## config.mk

```make
export PLATFORM = sky130hd
export DESIGN_NAME = serial_adder_ctrl_flat
export DESIGN_NICKNAME = d
export VERILOG_FILES = /design/src/rtl/serial_adder_pkg.sv /design/src/rtl/serial_adder_ctrl_if.sv /design/src/rtl/serial_adder_ctrl_full_adder.sv /design/src/rtl/serial_adder_ctrl.sv /design/src/flat_wrapper.sv
export SDC_FILE = /design/constraint.sdc
export NUM_CORES = 1
export LEC_CHECK = 0
export BUFFER_PORTS_ARGS = -buffer_cell sky130_fd_sc_hd__buf_2
export CORE_UTILIZATION = 50
export DETAILED_ROUTE_END_ITERATION = 16
export HOLD_SLACK_MARGIN = 0.12
export PLACE_DENSITY = 0.73
export SLEW_MARGIN = 20
export SYNTH_ARGS = -nofsm -noshare
export SYNTH_HDL_FRONTEND = slang
export SYNTH_HIERARCHICAL = 1
export SYNTH_SLANG_ARGS = --single-unit
```

## constraint.sdc

```tcl
create_clock -name clk -period 1.4 [get_ports clk]
set_input_delay 0.14 -clock clk [delete_from_list [all_inputs] [get_ports clk]]
set_output_delay 0.14 -clock clk [all_outputs]
set_load 0.02 [all_outputs]
```

## src/rtl/serial_adder_pkg.sv

```systemverilog
// Shared types and limits for the bit-serial adder sequencer.
package serial_adder_pkg;

    typedef enum logic [1:0] {
        IDLE = 2'd0,
        RUN  = 2'd1,
        DONE = 2'd2
    } sa_state_t;

    localparam int MAX_WIDTH = 32;

endpackage

```

## src/rtl/serial_adder_ctrl_if.sv

```systemverilog
// Request/result handshake between a requesting master and the serial adder sequencer.
interface serial_adder_ctrl_if
    import serial_adder_pkg::*;
#(
    parameter int WIDTH = 8
);
    logic             start;
    logic [WIDTH-1:0] op_a;
    logic [WIDTH-1:0] op_b;
    logic             cin;
    logic             busy;
    logic             done;
    logic [WIDTH-1:0] result;
    logic             cout;

    modport master (
        output start, op_a, op_b, cin,
        input  busy, done, result, cout
    );

    modport slave (
        input  start, op_a, op_b, cin,
        output busy, done, result, cout
    );
endinterface

```

## src/rtl/serial_adder_ctrl_full_adder.sv

```systemverilog
// Single-bit full adder cell shared by the serial sequencer.
module full_adder (
    input  logic a,
    input  logic b,
    input  logic c,
    output logic sum,
    output logic carry
);
    assign sum   = a ^ b ^ c;
    assign carry = (a & b) | (c & (a ^ b));
endmodule

```

## src/rtl/serial_adder_ctrl.sv

```systemverilog
// Bit-serial adder: one full_adder cell reused over WIDTH cycles, LSB first,
// with a start/done handshake towards the requesting master.
module serial_adder_ctrl
    import serial_adder_pkg::*;
#(
    parameter int WIDTH = 8
) (
    input  logic                clk,
    input  logic                rst_n,
    serial_adder_ctrl_if.slave  bus
);
    localparam int CNT_W = (WIDTH > 1) ? $clog2(WIDTH) : 1;
    localparam logic [CNT_W-1:0] LAST_CNT = CNT_W'(WIDTH - 1);

    sa_state_t        state_q, state_d;
    logic [WIDTH-1:0] a_sh_q, a_sh_d;
    logic [WIDTH-1:0] b_sh_q, b_sh_d;
    logic [WIDTH-1:0] result_q, result_d;
    logic             carry_q, carry_d;
    logic             cout_q, cout_d;
    logic [CNT_W-1:0] cnt_q, cnt_d;

    logic             fa_sum;
    logic             fa_carry;
    logic [WIDTH-1:0] result_shift;

    full_adder u_fa (
        .a     (a_sh_q[0]),
        .b     (b_sh_q[0]),
        .c     (carry_q),
        .sum   (fa_sum),
        .carry (fa_carry)
    );

    // Sum bits enter at the MSB so the first (LSB) sum lands in bit 0 after WIDTH shifts.
    generate
        if (WIDTH == 1) begin : g_shift_w1
            assign result_shift = fa_sum;
        end else begin : g_shift_wn
            assign result_shift = {fa_sum, result_q[WIDTH-1:1]};
        end
    endgenerate

    always_comb begin
        state_d  = state_q;
        a_sh_d   = a_sh_q;
        b_sh_d   = b_sh_q;
        result_d = result_q;
        carry_d  = carry_q;
        cout_d   = cout_q;
        cnt_d    = cnt_q;
        case (state_q)
            IDLE: begin
                if (bus.start) begin
                    a_sh_d   = bus.op_a;
                    b_sh_d   = bus.op_b;
                    carry_d  = bus.cin;
                    cnt_d    = '0;
                    result_d = '0;
                    cout_d   = 1'b0;
                    state_d  = RUN;
                end
            end
            RUN: begin
                a_sh_d   = a_sh_q >> 1;
                b_sh_d   = b_sh_q >> 1;
                result_d = result_shift;
                carry_d  = fa_carry;
                cnt_d    = cnt_q + CNT_W'(1);
                if (cnt_q == LAST_CNT) begin
                    cout_d  = fa_carry;
                    state_d = DONE;
                end
            end
            DONE:    state_d = IDLE;
            default: state_d = IDLE;
        endcase
    end

    always_ff @(posedge clk or negedge rst_n) begin
        if (!rst_n) begin
            state_q  <= IDLE;
            a_sh_q   <= '0;
            b_sh_q   <= '0;
            result_q <= '0;
            carry_q  <= 1'b0;
            cout_q   <= 1'b0;
            cnt_q    <= '0;
        end else begin
            state_q  <= state_d;
            a_sh_q   <= a_sh_d;
            b_sh_q   <= b_sh_d;
            result_q <= result_d;
            carry_q  <= carry_d;
            cout_q   <= cout_d;
            cnt_q    <= cnt_d;
        end
    end

    assign bus.busy   = (state_q != IDLE);
    assign bus.done   = (state_q == DONE);
    assign bus.result = result_q;
    assign bus.cout   = cout_q;

endmodule
```

## src/flat_wrapper.sv

```systemverilog
// flat-port wrapper written by rule: the top's interface ports become plain ports
module serial_adder_ctrl_flat import serial_adder_pkg::*;
#(
    parameter int WIDTH = 8
)
  (clk, rst_n, bus_start, bus_op_a, bus_op_b, bus_cin, bus_busy, bus_done, bus_result, bus_cout);
  serial_adder_ctrl_if #(.WIDTH(WIDTH)) bus_i ();
  input  logic clk;
  input  logic rst_n;
  input wire logic [$bits(bus_i.start)-1:0] bus_start;
  input wire logic [$bits(bus_i.op_a)-1:0] bus_op_a;
  input wire logic [$bits(bus_i.op_b)-1:0] bus_op_b;
  input wire logic [$bits(bus_i.cin)-1:0] bus_cin;
  output wire logic [$bits(bus_i.busy)-1:0] bus_busy;
  output wire logic [$bits(bus_i.done)-1:0] bus_done;
  output wire logic [$bits(bus_i.result)-1:0] bus_result;
  output wire logic [$bits(bus_i.cout)-1:0] bus_cout;
  assign bus_i.start = bus_start;
  assign bus_i.op_a = bus_op_a;
  assign bus_i.op_b = bus_op_b;
  assign bus_i.cin = bus_cin;
  assign bus_busy = bus_i.busy;
  assign bus_done = bus_i.done;
  assign bus_result = bus_i.result;
  assign bus_cout = bus_i.cout;
  serial_adder_ctrl #(.WIDTH(WIDTH)) u_core (.clk(clk), .rst_n(rst_n), .bus(bus_i));
endmodule
```

Yosys cells after proc, flatten, opt, wreduce, memory -nomap -nowiden --
Cells that the tools add are included.
Operators by class: add/sub/neg operators 1, equality and inequality tests 5, muxes and demuxes 16, bitwise operators 5, reduce and logical (&&, ||, !) cells 6
Operators with widths (count):
- one-hot mux 8 bit (2 select lines) | 3
- 2-to-1 mux 8 bit | 3
- one-hot mux 3 bit (2 select lines) | 1
- 2-to-1 mux 2 bit | 2
- one-hot mux 1 bit (2 select lines) | 2
- one-hot mux 2 bit (2 select lines) | 1
- AND reduction 2 bit | 2
- nonzero test 2 bit | 2
- adder 3 x 1 -> 3 bit, second input constant | 1
- == test 3 bit, second input constant | 1
- 2-to-1 mux 1 bit | 3
- 2-to-1 mux 3 bit | 1
- AND reduction 3 bit | 1
- bitwise AND 1 bit | 2
- == test 2 x 1 -> 1 bit, second input constant | 1
- == test 2 bit, second input constant | 1
- logical NOT 2 bit | 1
- inequality test 2 x 1 -> 1 bit, second input constant | 1
- inequality test 2 bit, second input constant | 1
- bitwise XOR 1 bit | 2
- OR 1 bit | 1
Storage, ports and cells: register bits after elaboration 31, input port bits 20

Depth between registers and ports, before layout --
Gate-level depths: netlist of the first run.
depth in word-level cells 5, depth in mapped cells 6, depth with buffers taken out 4

Hierarchy --
Netlist of the first run, hierarchy kept.
Modules (own cells, without submodules):
- serial_adder_ctrl | times used 1, cells each 139, area an instance 1561.5 um^2, sequential area each 775.7 um^2
- full_adder | times used 1, cells each 1, area an instance 20.0 um^2, sequential area each 0.0 um^2

Worst setup path before layout of the first run --
OpenSTA, ideal clock, no wires.
path kind register to output, start point register u_core.state_q[0], end point output port bus_busy, arrival 1.043 ns, slack 0.217 ns, stages on the path, launching flop included 4, path through dfrtp_1 > buf_6 > buf_2 > or2_2
Between the ends: longest elaborated chain between the ends 1
RTL lines:
- start, declared | RTL line serial_adder_ctrl.sv:15 | sa_state_t state_q, state_d;
- start signal, assigned | RTL line serial_adder_ctrl.sv:90 | state_q <= state_d;
- nonzero test 2 bit | RTL line serial_adder_ctrl.sv:100 | assign bus.busy = (state_q != IDLE);
- end, declared | RTL line flat_wrapper.sv:14 | output wire logic [$bits(bus_i.busy)-1:0] bus_busy;
Every way passes these cells.

Worst setup path after layout of the first run --
start point register u_core.state_q[1], end point output port bus_busy
Same word-level chain as after synthesis.

==> results of run 1 <==
[cell type report]
class / count / area [um^2] / share of cell area
Inverter: 2 / 10.01 / 0.005348
Timing Repair Buffer: 46 / 299.0 / 0.1598
Tap cell: 44 / 55.05 / 0.02941
Clock inverter: 3 / 15.01 / 0.008021
Sequential cell: 31 / 778.2 / 0.4158
Multi-Input combinational cell: 94 / 676.9 / 0.3616
Clock buffer: 5 / 37.54 / 0.02005
[where the power goes]
group          leakage (nW)  internal, mW  switching (mW)
clock                0.0347         0.186           0.316
combinational         0.420         0.819           0.955
sequential            0.375          1.30           0.345
total                 0.829          2.30            1.62
[sequential cells by signal (all words and copies together), names as in the netlist]
signal             flops
u_core/a_sh_q          8
u_core/b_sh_q          8
u_core/bus.cout        1
u_core/bus.result      8
u_core/carry_q         1
u_core/cnt_q           3
u_core/state_q         2
[repair_timing]
item	CTS	global route
hold buffers	9	0
gates cloned	0	0
gates resized for setup	3	2
buffers inserted	4	0
hold endpoints to repair	39	0
endpoints found under the setup margin	2	1
[routing by layer]
metal  up-vias  share of wire  global-route usage
met1       608           0.44              0.2981
met2        26           0.50              0.3645
met4         0          0.016             0.07143
met3         6          0.041             0.06027
li1        601              -                   -
met5         -              0                   0
[cells in the final DEF (no fill, tap or decap), types with 5 or more instances in the layout]
cell type / instances
dfrtp_1: 29
clkbuf_4: 5
nor3_1: 30
nor2_1: 5
buf_2: 29
dlygate4sd3_1: 9
buf_4: 7
a22o_1: 10
nor3_2: 6
o22ai_2: 6
o22ai_1: 9
[final timing paths]
check | slack (ns) | endpoint | start
min | 0.13 | u_core/b_sh_q[1]$_DFFE_PN0P_ | bus_op_b[1]
max | 0.03 | bus_busy | u_core/state_q[1]$_DFFE_PN0P_
min reg2reg | 0.49 | u_core/cnt_q[0]$_DFFE_PN0P_ | u_core/cnt_q[0]$_DFFE_PN0P_
max reg2reg | 0.12 | u_core/carry_q$_DFFE_PN0P_ | u_core/state_q[1]$_DFFE_PN0P_
max in group asynchronous | 0.53 | u_core/state_q[0]$_DFFE_PN0P_ | rst_n
min in group asynchronous | 0.38 | u_core/bus.result[4]$_DFFE_PN0P_ | rst_n
[synthesized netlist by cell type, drive strengths merged]
library cell	n	area share
inv	2	0.0047
or2	2	0.0079
nor3	36	0.13
o21bai	1	0.0071
nor2	5	0.012
nor2b	2	0.013
buf	13	0.077
a22o	10	0.055
a21oi	1	0.0032
o32ai	3	0.017
and2	1	0.0040
o21ai	5	0.016
nand2	4	0.0095
nand3	1	0.0063
o22ai	15	0.083
ha	2	0.016
dfrtp	31	0.49
o211ai	1	0.0079
fa	1	0.013
nand2b	4	0.025
[per-stage QoR]
step	cells	setup WS [ns]
finish	225	0.02539
global route	225	-0.003431
CTS	225	0.01810
detailed placement	204	0.1257
global placement	204	0.2009
floorplan	140	0.2169
[logic make-up after synthesis]
group                      share of synthesized area
buffers and inverters                        0.08148
DFF                                           0.4905
and+or+nand+nor                               0.2104
adders and majority gates                    0.02848
AOI/OAI and AO/OA                             0.1891
[worst reg2reg max path: stages, from the launching register on]
cell      delay [ns]
dfrtp_2         0.47
buf_4           0.16
nand2b_4        0.21
o32ai_1         0.26
nor2_1          0.07
==> impl_metrics.env, run 1 <==
export IMPL_cts_tree="yes"
export IMPL_vias=1241
export IMPL_final_area_mm2=0.001872
export IMPL_routabilityCongestion=0.7466
export IMPL_n_antenna_cell=0
export IMPL_ir_worst_vdd_mv=1.076
export IMPL_path_class="reg2out"
export IMPL_viasPerCell=5.516
export IMPL_fin_skew_ns=0.004905
export IMPL_clock_path_buffers=2
export IMPL_slew_violations=0
export IMPL_start_util=0.5223
export IMPL_r2r_cells=4
export IMPL_layout_nets=203
export IMPL_fp_dieH_um=58.24
export IMPL_track_usage=0.2258
export IMPL_drt_wl_total_mm=3.255
export IMPL_ys_ff_latch=31
export IMPL_die_area_mm2=0.003392
export IMPL_wl_per_cell_um=14.47
export IMPL_fin_util=0.6182
export IMPL_fmax_mhz=727.5
export IMPL_clockRootBuffer="clkbuf_4"
export IMPL_grt_first_pass_wirelength_mm=5.664
export IMPL_drive_gt1_frac=0.3702
export IMPL_worstPathRequired_ns=1.26
export IMPL_cp_max_fo=5
export IMPL_endpoint_kind="output port"
export IMPL_postRouteAntennaNets=0
export IMPL_syn_area_mm2=0.001582
export IMPL_crit_chain="or2_2 > buf_6"
export IMPL_hold_ws_ns=0.1268
export IMPL_hpwl_mm=2.084
export IMPL_critPathArrivalTime_ns=1.23
export IMPL_first_pass_iters=4
export IMPL_cts_buffers=5
export IMPL_n_fill_cell=259
export IMPL_hold_viol=0
export IMPL_syn2layout_area_growth_pct=18.35
export IMPL_crit_buf_inv=1
export IMPL_finalCritPeriodShare=0.9819
export IMPL_die_w_um=58.24
export IMPL_syn_area_per_cell_um2=11.30
export IMPL_synth_cell_types=30
export IMPL_crit_family="flip-flops"
export IMPL_synthCells=140
export IMPL_io_pins=31
export IMPL_hold_depth=3
export IMPL_grt_pass1_vias=1264
export IMPL_finalSetupViolations=0
export IMPL_power_density_mw_per_mm2=2093
export IMPL_clk_latency_ns=0.33
export IMPL_path_depth=2
export IMPL_setup_tns_final_ns=0
export IMPL_hold_path_class="in2reg"
export IMPL_portBuffers=30
export IMPL_clk_pin_slew_worst_paths_ns=0.10
export IMPL_slowest_delay_ns=0.47
export IMPL_period_needed_ns=1.375
export IMPL_place_area_mm2=0.001688
export IMPL_h_tree_depth=2
export IMPL_slew_headroom=0.5400
export IMPL_startpoint_type="flop"
export IMPL_num_rows=20
export IMPL_drc=0
export IMPL_seq_area_frac_synth=0.4905
export IMPL_syn_nets=163
export IMPL_clkSinkCount=31
export IMPL_grt_overflow_total=0
export IMPL_total_power_mw=3.918
export IMPL_antenna_found_initial=0
export IMPL_coreArea_mm2=0.003028
export IMPL_maxCapViolations=0
export IMPL_initialDrtViolationCount=75
export IMPL_p_leak_nw=0.8294
export IMPL_grt_max_degree=32
export IMPL_worst_slew_pin_transition_ns=0.6899
export IMPL_crit_path_top_delay_cell="dfrtp_2"
export IMPL_synth_warnings=6
export IMPL_status="finished, final reports clean"
Note: power is estimated with default switching activity, not from simulation.
==> run 2, diff against run 1 <==
--- a/config.mk
+++ b/config.mk
@@ -9,9 +9,10 @@
 export CORE_UTILIZATION = 50
 export DETAILED_ROUTE_END_ITERATION = 16
 export HOLD_SLACK_MARGIN = 0.12
-export PLACE_DENSITY = 0.73
+export PLACE_DENSITY_LB_ADDON = 0.15
 export SLEW_MARGIN = 20
 export SYNTH_ARGS = -nofsm -noshare
 export SYNTH_HDL_FRONTEND = slang
 export SYNTH_HIERARCHICAL = 1
 export SYNTH_SLANG_ARGS = --single-unit
+export TNS_END_PERCENT = 10
==> constraint.sdc (replaced) <==
create_clock -name clk -period 1.5 [get_ports clk]
set_input_delay 0.15 -clock clk [delete_from_list [all_inputs] [get_ports clk]]
set_output_delay 0.15 -clock clk [all_outputs]
set_load 0.02 [all_outputs]
==> run 2 against run 1 <==
Net effect:
- routed wire length fell by 2.6%
- clock power grew 36%
- global-route usage decreased by 1.0 points
- die area unchanged
- largest cell class unchanged
- count of clock-buffer cells in the layout is 1 higher
- design area down 1.5%
- non-clock buffer count shrank 8
- critical endpoint unchanged
==> impl_metrics.env, run 2 (same netlist as run 1, synthesis figures left out) <==
export IMPL_hpwl_mm=2.076
export IMPL_n_fill_cell=261
export IMPL_setup_tns_final_ns=0
export IMPL_slew_violations=0
export IMPL_die_area_mm2=0.003392
export IMPL_p_leak_nw=0.8085
export IMPL_cts_tree="yes"
export IMPL_cp_max_fo=10
export IMPL_io_pins=31
export IMPL_worst_slew_pin_transition_ns=0.6948
export IMPL_period_needed_ns=1.433
export IMPL_cts_buffers=5
export IMPL_grt_max_degree=32
export IMPL_clkSinkCount=31
export IMPL_rsz0062_at_grt="false"
export IMPL_fin_skew_ns=0.01082
export IMPL_clock_power_share=0.180
export IMPL_power_frac_seq=0.409
export IMPL_crit_family="flip-flops"
export IMPL_clk_pin_slew_worst_paths_ns=0.10
export IMPL_slew_headroom=0.5368
export IMPL_coreArea_mm2=0.003028
export IMPL_slowest_delay_ns=0.50
export IMPL_track_usage=0.2157
export IMPL_p_sw_mw=1.482
export IMPL_wl_per_cell_um=14.61
export IMPL_start_util=0.5223
export IMPL_vias=1209
export IMPL_endpoint_kind="output port"
export IMPL_portBuffers=30
export IMPL_total_power_mw=3.807
export IMPL_p_int_mw=2.325
export IMPL_die_w_um=58.24
export IMPL_syn2layout_area_growth_pct=16.61
export IMPL_status="finished, final reports clean"
export IMPL_drc=0
export IMPL_grt_first_pass_wirelength_mm=5.533
export IMPL_h_tree_depth=2
export IMPL_finalSetupViolations=0
export IMPL_crit_path_top_delay_cell="dfrtp_2"
export IMPL_clock_path_buffers=2
export IMPL_ir_worst_vdd_mv=0.9432
export IMPL_critPathArrivalTime_ns=1.28
export IMPL_clockRootBuffer="clkbuf_4"
export IMPL_switching_share=0.3894
export IMPL_finalCritPeriodShare=0.9556
export IMPL_drt_wl_total_mm=3.171
export IMPL_grt_pass1_vias=1246
export IMPL_routabilityCongestion=0.7701
export IMPL_num_rows=20
export IMPL_pwr_share_comb=0.411
export IMPL_postRouteAntennaNets=0
export IMPL_fin_ws_ns=0.06663
export IMPL_clk_latency_ns=0.33
export IMPL_crit_chain="or2_2 > buf_2"
export IMPL_power_density_mw_per_mm2=2064
export IMPL_maxCapViolations=0
export IMPL_mostFrequentLayoutCells="buf_2 (30), nor3_1 (30), dfrtp_1 (29), a22o_1 (10), o22ai_1 (9)"
export IMPL_place_ws_ns=0.2326
export IMPL_fp_dieH_um=58.24
export IMPL_n_antenna_cell=0
export IMPL_hold_viol=0
export IMPL_worstPathRequired_ns=1.35
export IMPL_crit_buf_inv=1
export IMPL_post_cts_setup_buffers=0
export IMPL_fmax_mhz=697.7
export IMPL_first_pass_iters=4
export IMPL_drive_gt1_frac=0.3584
export IMPL_hold_path_class="in2reg"
export IMPL_layout_nets=195
export IMPL_path_class="reg2out"
export IMPL_initialDrtViolationCount=30
export IMPL_startpoint_type="flop"
export IMPL_viasPerCell=5.571
export IMPL_antenna_found_initial=0
export IMPL_grt_overflow_total=0
## run 2: cell type report
| class | count | area, um^2 | share of cell area |
|---|---|---|---|
| clock buffer | 6 | 51.30 | 0.02782 |
| clock inverter | 2 | 35.03 | 0.01900 |
| inverter | 2 | 10.01 | 0.005427 |
| multi-input combinational | 94 | 676.9 | 0.3670 |
| sequential | 31 | 778.2 | 0.4220 |
| tap | 44 | 55.05 | 0.02985 |
| timing repair buffer | 38 | 237.7 | 0.1289 |
## run 2: power groups by stage
stage / combinational [mW] / clock [mW] / sequential, mW
3_3_place_gp: 1.51 / 0 / 1.55
4_1_cts: 1.58 / 0.702 / 1.56
6_report: 1.56 / 0.684 / 1.56
3_5_place_dp: 1.56 / 0 / 1.56
5_1_grt: 1.72 / 0.740 / 1.62
2_1_floorplan: 1.27 / 0 / 1.60
## run 2: worst reg2reg max path: stages, from the launching register on
cell and delay, ns:
dfrtp_1 0.44, fa_1 0.49, a22o_1 0.22
## run 2: routing by layer
metal / vias up / GRT usage / wire (um)
li1: 583 / - / -
met1: 586 / 0.2741 / 1473
met2: 34 / 0.3547 / 1479
met3: 6 / 0.06027 / 176
met4: 0 / 0.07483 / 42
met5: - / 0 / 0
## run 2: path summary, 6_finish.rpt
check	startpoint	end	slack, ns	depth (start not counted)
hold reg to reg	u_core/cnt_q[0]$_DFFE_PN0P_	u_core/cnt_q[0]$_DFFE_PN0P_	0.49	1
min in group asynchronous	rst_n	u_core/a_sh_q[4]$_DFFE_PN0P_	0.40	2
max in group asynchronous	rst_n	u_core/state_q[0]$_DFFE_PN0P_	0.62	2
hold / removal	bus_op_a[1]	u_core/a_sh_q[1]$_DFFE_PN0P_	0.13	3
setup / recovery	u_core/state_q[1]$_DFFE_PN0P_	bus_busy	0.07	2
setup reg to reg	u_core/a_sh_q[0]$_DFFE_PN0P_	u_core/bus.result[7]$_DFFE_PN0P_	0.24	2
## run 2: per-stage QoR
step / hold WS [ns] / instance area (um^2) / instances / utilization
after floorplan: -0.1456 / 1582 / 140 / -
after detailed placement: 0.2385 / 1693 / 203 / 0.5591
after CTS: 0.1214 / 1843 / 217 / 0.6087
after global routing: 0.1468 / 1844 / 217 / 0.6091
final: 0.1267 / 1844 / 217 / 0.6091
after global placement: 0.2286 / 1693 / 203 / 0.5591
## run 2: timing repair
action | CTS | global route
endpoints found under the hold margin | 36 | 0
endpoints found under the setup margin | 1 | 2
gates resized for setup | 2 | 1
hold buffers | 6 | 0
==> run 3, diff against run 2 <==
--- a/config.mk
+++ b/config.mk
@@ -8,6 +8,7 @@
 export BUFFER_PORTS_ARGS = -buffer_cell sky130_fd_sc_hd__buf_2
 export CORE_UTILIZATION = 50
 export DETAILED_ROUTE_END_ITERATION = 16
+export GPL_TIMING_DRIVEN = 0
 export HOLD_SLACK_MARGIN = 0.12
 export PLACE_DENSITY_LB_ADDON = 0.15
 export SLEW_MARGIN = 20
==> run 3 against run 2 <==
Net effect:
- design area is 5.6% higher
- fmax is 0.91% higher
- clock power decreased by 19%
- critical path type unchanged
- largest power group is now combinational cells
==> impl_metrics.env, run 3 (same netlist as run 1, synthesis figures left out) <==
export IMPL_track_usage=0.2258
export IMPL_num_rows=20
export IMPL_slew_violations=0
export IMPL_clock_path_buffers=2
export IMPL_portBuffers=29
export IMPL_hpwl_mm=2.383
export IMPL_grt_max_degree=32
export IMPL_total_power_mw=3.946
export IMPL_power_density_mw_per_mm2=2026
export IMPL_hold_depth=3
export IMPL_startpoint_type="flop"
export IMPL_slew_headroom=0.5536
export IMPL_rsz0062_at_grt="false"
export IMPL_clockRootBuffer="clkbuf_4"
export IMPL_initialDrtViolationCount=85
export IMPL_r2r_cells=5
export IMPL_fin_ws_ns=0.07960
export IMPL_grt_overflow_total=0
export IMPL_fin_util=0.6434
export IMPL_clk_pin_slew_worst_paths_ns=0.09
export IMPL_maxCapViolations=0
export IMPL_grt_pass1_vias=1249
export IMPL_viasPerCell=5.611
export IMPL_n_fill_cell=256
export IMPL_fp_dieH_um=58.24
export IMPL_cp_startpoint="u_core/state_q[1]$_DFFE_PN0P_"
export IMPL_final_common_cell="dfrtp_1"
export IMPL_layout_nets=207
export IMPL_routabilityCongestion=0.7783
export IMPL_mostFrequentLayoutCells="dfrtp_1 (31), nor3_1 (30), buf_2 (29), a22o_1 (10), o22ai_1 (9)"
export IMPL_finalCritPeriodShare=0.9469
export IMPL_finalSetupViolations=0
export IMPL_drc=0
export IMPL_endpoint_kind="output port"
export IMPL_crit_top_cell="buf_6"
export IMPL_critPathArrivalTime_ns=1.27
export IMPL_multi_input_comb_area_um2=679.4
export IMPL_wl_per_cell_um=14.70
export IMPL_r2r_end="u_core/a_sh_q[1]$_DFFE_PN0P_"
export IMPL_crit_path_end="bus_busy"
export IMPL_worstPathRequired_ns=1.35
export IMPL_crit_path_top_delay_cell="dfrtp_1"
export IMPL_slowest_delay_ns=0.38
export IMPL_io_pins=31
export IMPL_crit_chain="buf_6 > or2_2 > buf_6"
export IMPL_clk_latency_ns=0.33
export IMPL_ff2ff_setup_slack_ns=0.25
export IMPL_status="finished, final reports clean"
export IMPL_n_antenna_cell=0
export IMPL_drt_wl_total_mm=3.367
export IMPL_clkSinkCount=31
export IMPL_hold_path_class="in2reg"
export IMPL_period_needed_ns=1.420
export IMPL_antenna_found_initial=0
export IMPL_cts_tree="yes"
export IMPL_postRouteAntennaNets=0
export IMPL_seqCellArea_um2=775.7
export IMPL_cp_max_fo=10
export IMPL_start_util=0.5223
export IMPL_vias=1285
export IMPL_p_leak_nw=0.8676
export IMPL_grt_first_pass_wirelength_mm=5.589
export IMPL_die_w_um=58.24
export IMPL_ir_worst_vdd_mv=1.054
export IMPL_fmax_mhz=704.0
export IMPL_coreArea_mm2=0.003028
export IMPL_cts_buffers=5
export IMPL_die_area_mm2=0.003392
export IMPL_setup_tns_final_ns=0
export IMPL_worst_slew_pin_transition_ns=0.6696
export IMPL_place_ws_ns=0.1351
export IMPL_first_pass_iters=4
export IMPL_h_tree_depth=2
export IMPL_fin_skew_ns=0.005665
export IMPL_hold_viol=0
export IMPL_hold_ws_ns=0.1298
export IMPL_drive_gt1_frac=0.3892
export IMPL_path_class="reg2out"
export IMPL_regToRegStartpoint="u_core/state_q[1]$_DFFE_PN0P_"
export IMPL_syn2layout_area_growth_pct=23.18
==> run 3: cell types whose count changed in the layout (fill, tap and decap cells not counted), sizes merged <==
cell / previous run / this run
clkinv: 1 / 0
clkbuf: 6 / 8
buf: 32 / 44
bufinv: 1 / 0
==> run 3: worst min-delay path by stage <==
stage                      startpoint                           end  slack (ns)
final                     bus_op_b[1]  u_core/b_sh_q[1]$_DFFE_PN0P_        0.13
after global routing      bus_op_b[1]  u_core/b_sh_q[1]$_DFFE_PN0P_        0.13
after CTS                 bus_op_a[0]  u_core/a_sh_q[0]$_DFFE_PN0P_        0.12
after detailed placement        rst_n  u_core/b_sh_q[5]$_DFFE_PN0P_        0.23
after global placement          rst_n  u_core/b_sh_q[4]$_DFFE_PN0P_        0.22
after floorplan                 rst_n  u_core/a_sh_q[0]$_DFFE_PN0P_       -0.15
==> run 3: worst max-delay path: cells and delay by family, from the launching register on <==
| kind | cells | cell delay, ns |
|---|---|---|
| DFF | 1 | 0.38 |
| buffers and inverters | 2 | 0.27 |
| and+or+nand+nor | 1 | 0.28 |
==> run 3: cell type report <==
cell class / instances / area share
sequential: 31 / 0.3982
multi-input combinational: 94 / 0.3487
timing repair buffer: 39 / 0.1252
buffer: 11 / 0.05780
clock buffer: 8 / 0.03532
tap: 44 / 0.02826
inverter: 2 / 0.006423
==> run 3: repair_timing <==
action                                 4_1_cts  5_1_grt
buffers inserted                             4        0
hold buffers                                 5        1
gates resized for setup                      4        5
gates cloned                                 0        0
setup endpoints to repair                    2        2
endpoints found under the hold margin       35        1
==> run 3: per-layer routing <==
metal / routed length, um / vias to the layer above / track usage
met2: 1640 / 35 / 0.3530
met4: 55 / 0 / 0.1054
li1: - / 608 / -
met3: 179 / 5 / 0.08036
met5: 0 / - / 0
met1: 1492 / 637 / 0.2797
==> run 3: metrics by stage <==
step                      area (um^2)  cells
after floorplan                  1582    140
after global placement           1782    213
after detailed placement         1782    213
after CTS                        1939    229
after global routing             1948    229
final                            1948    229
==> run 3: report_power, final <==
| part | internal (mW) | leakage, nW | switching, mW | total (mW) |
|---|---|---|---|---|
| logic | 0.912 | 0.452 | 0.951 | 1.86 |
| registers | 1.21 | 0.377 | 0.319 | 1.53 |
| clock network | 0.276 | 0.0386 | 0.281 | 0.556 |
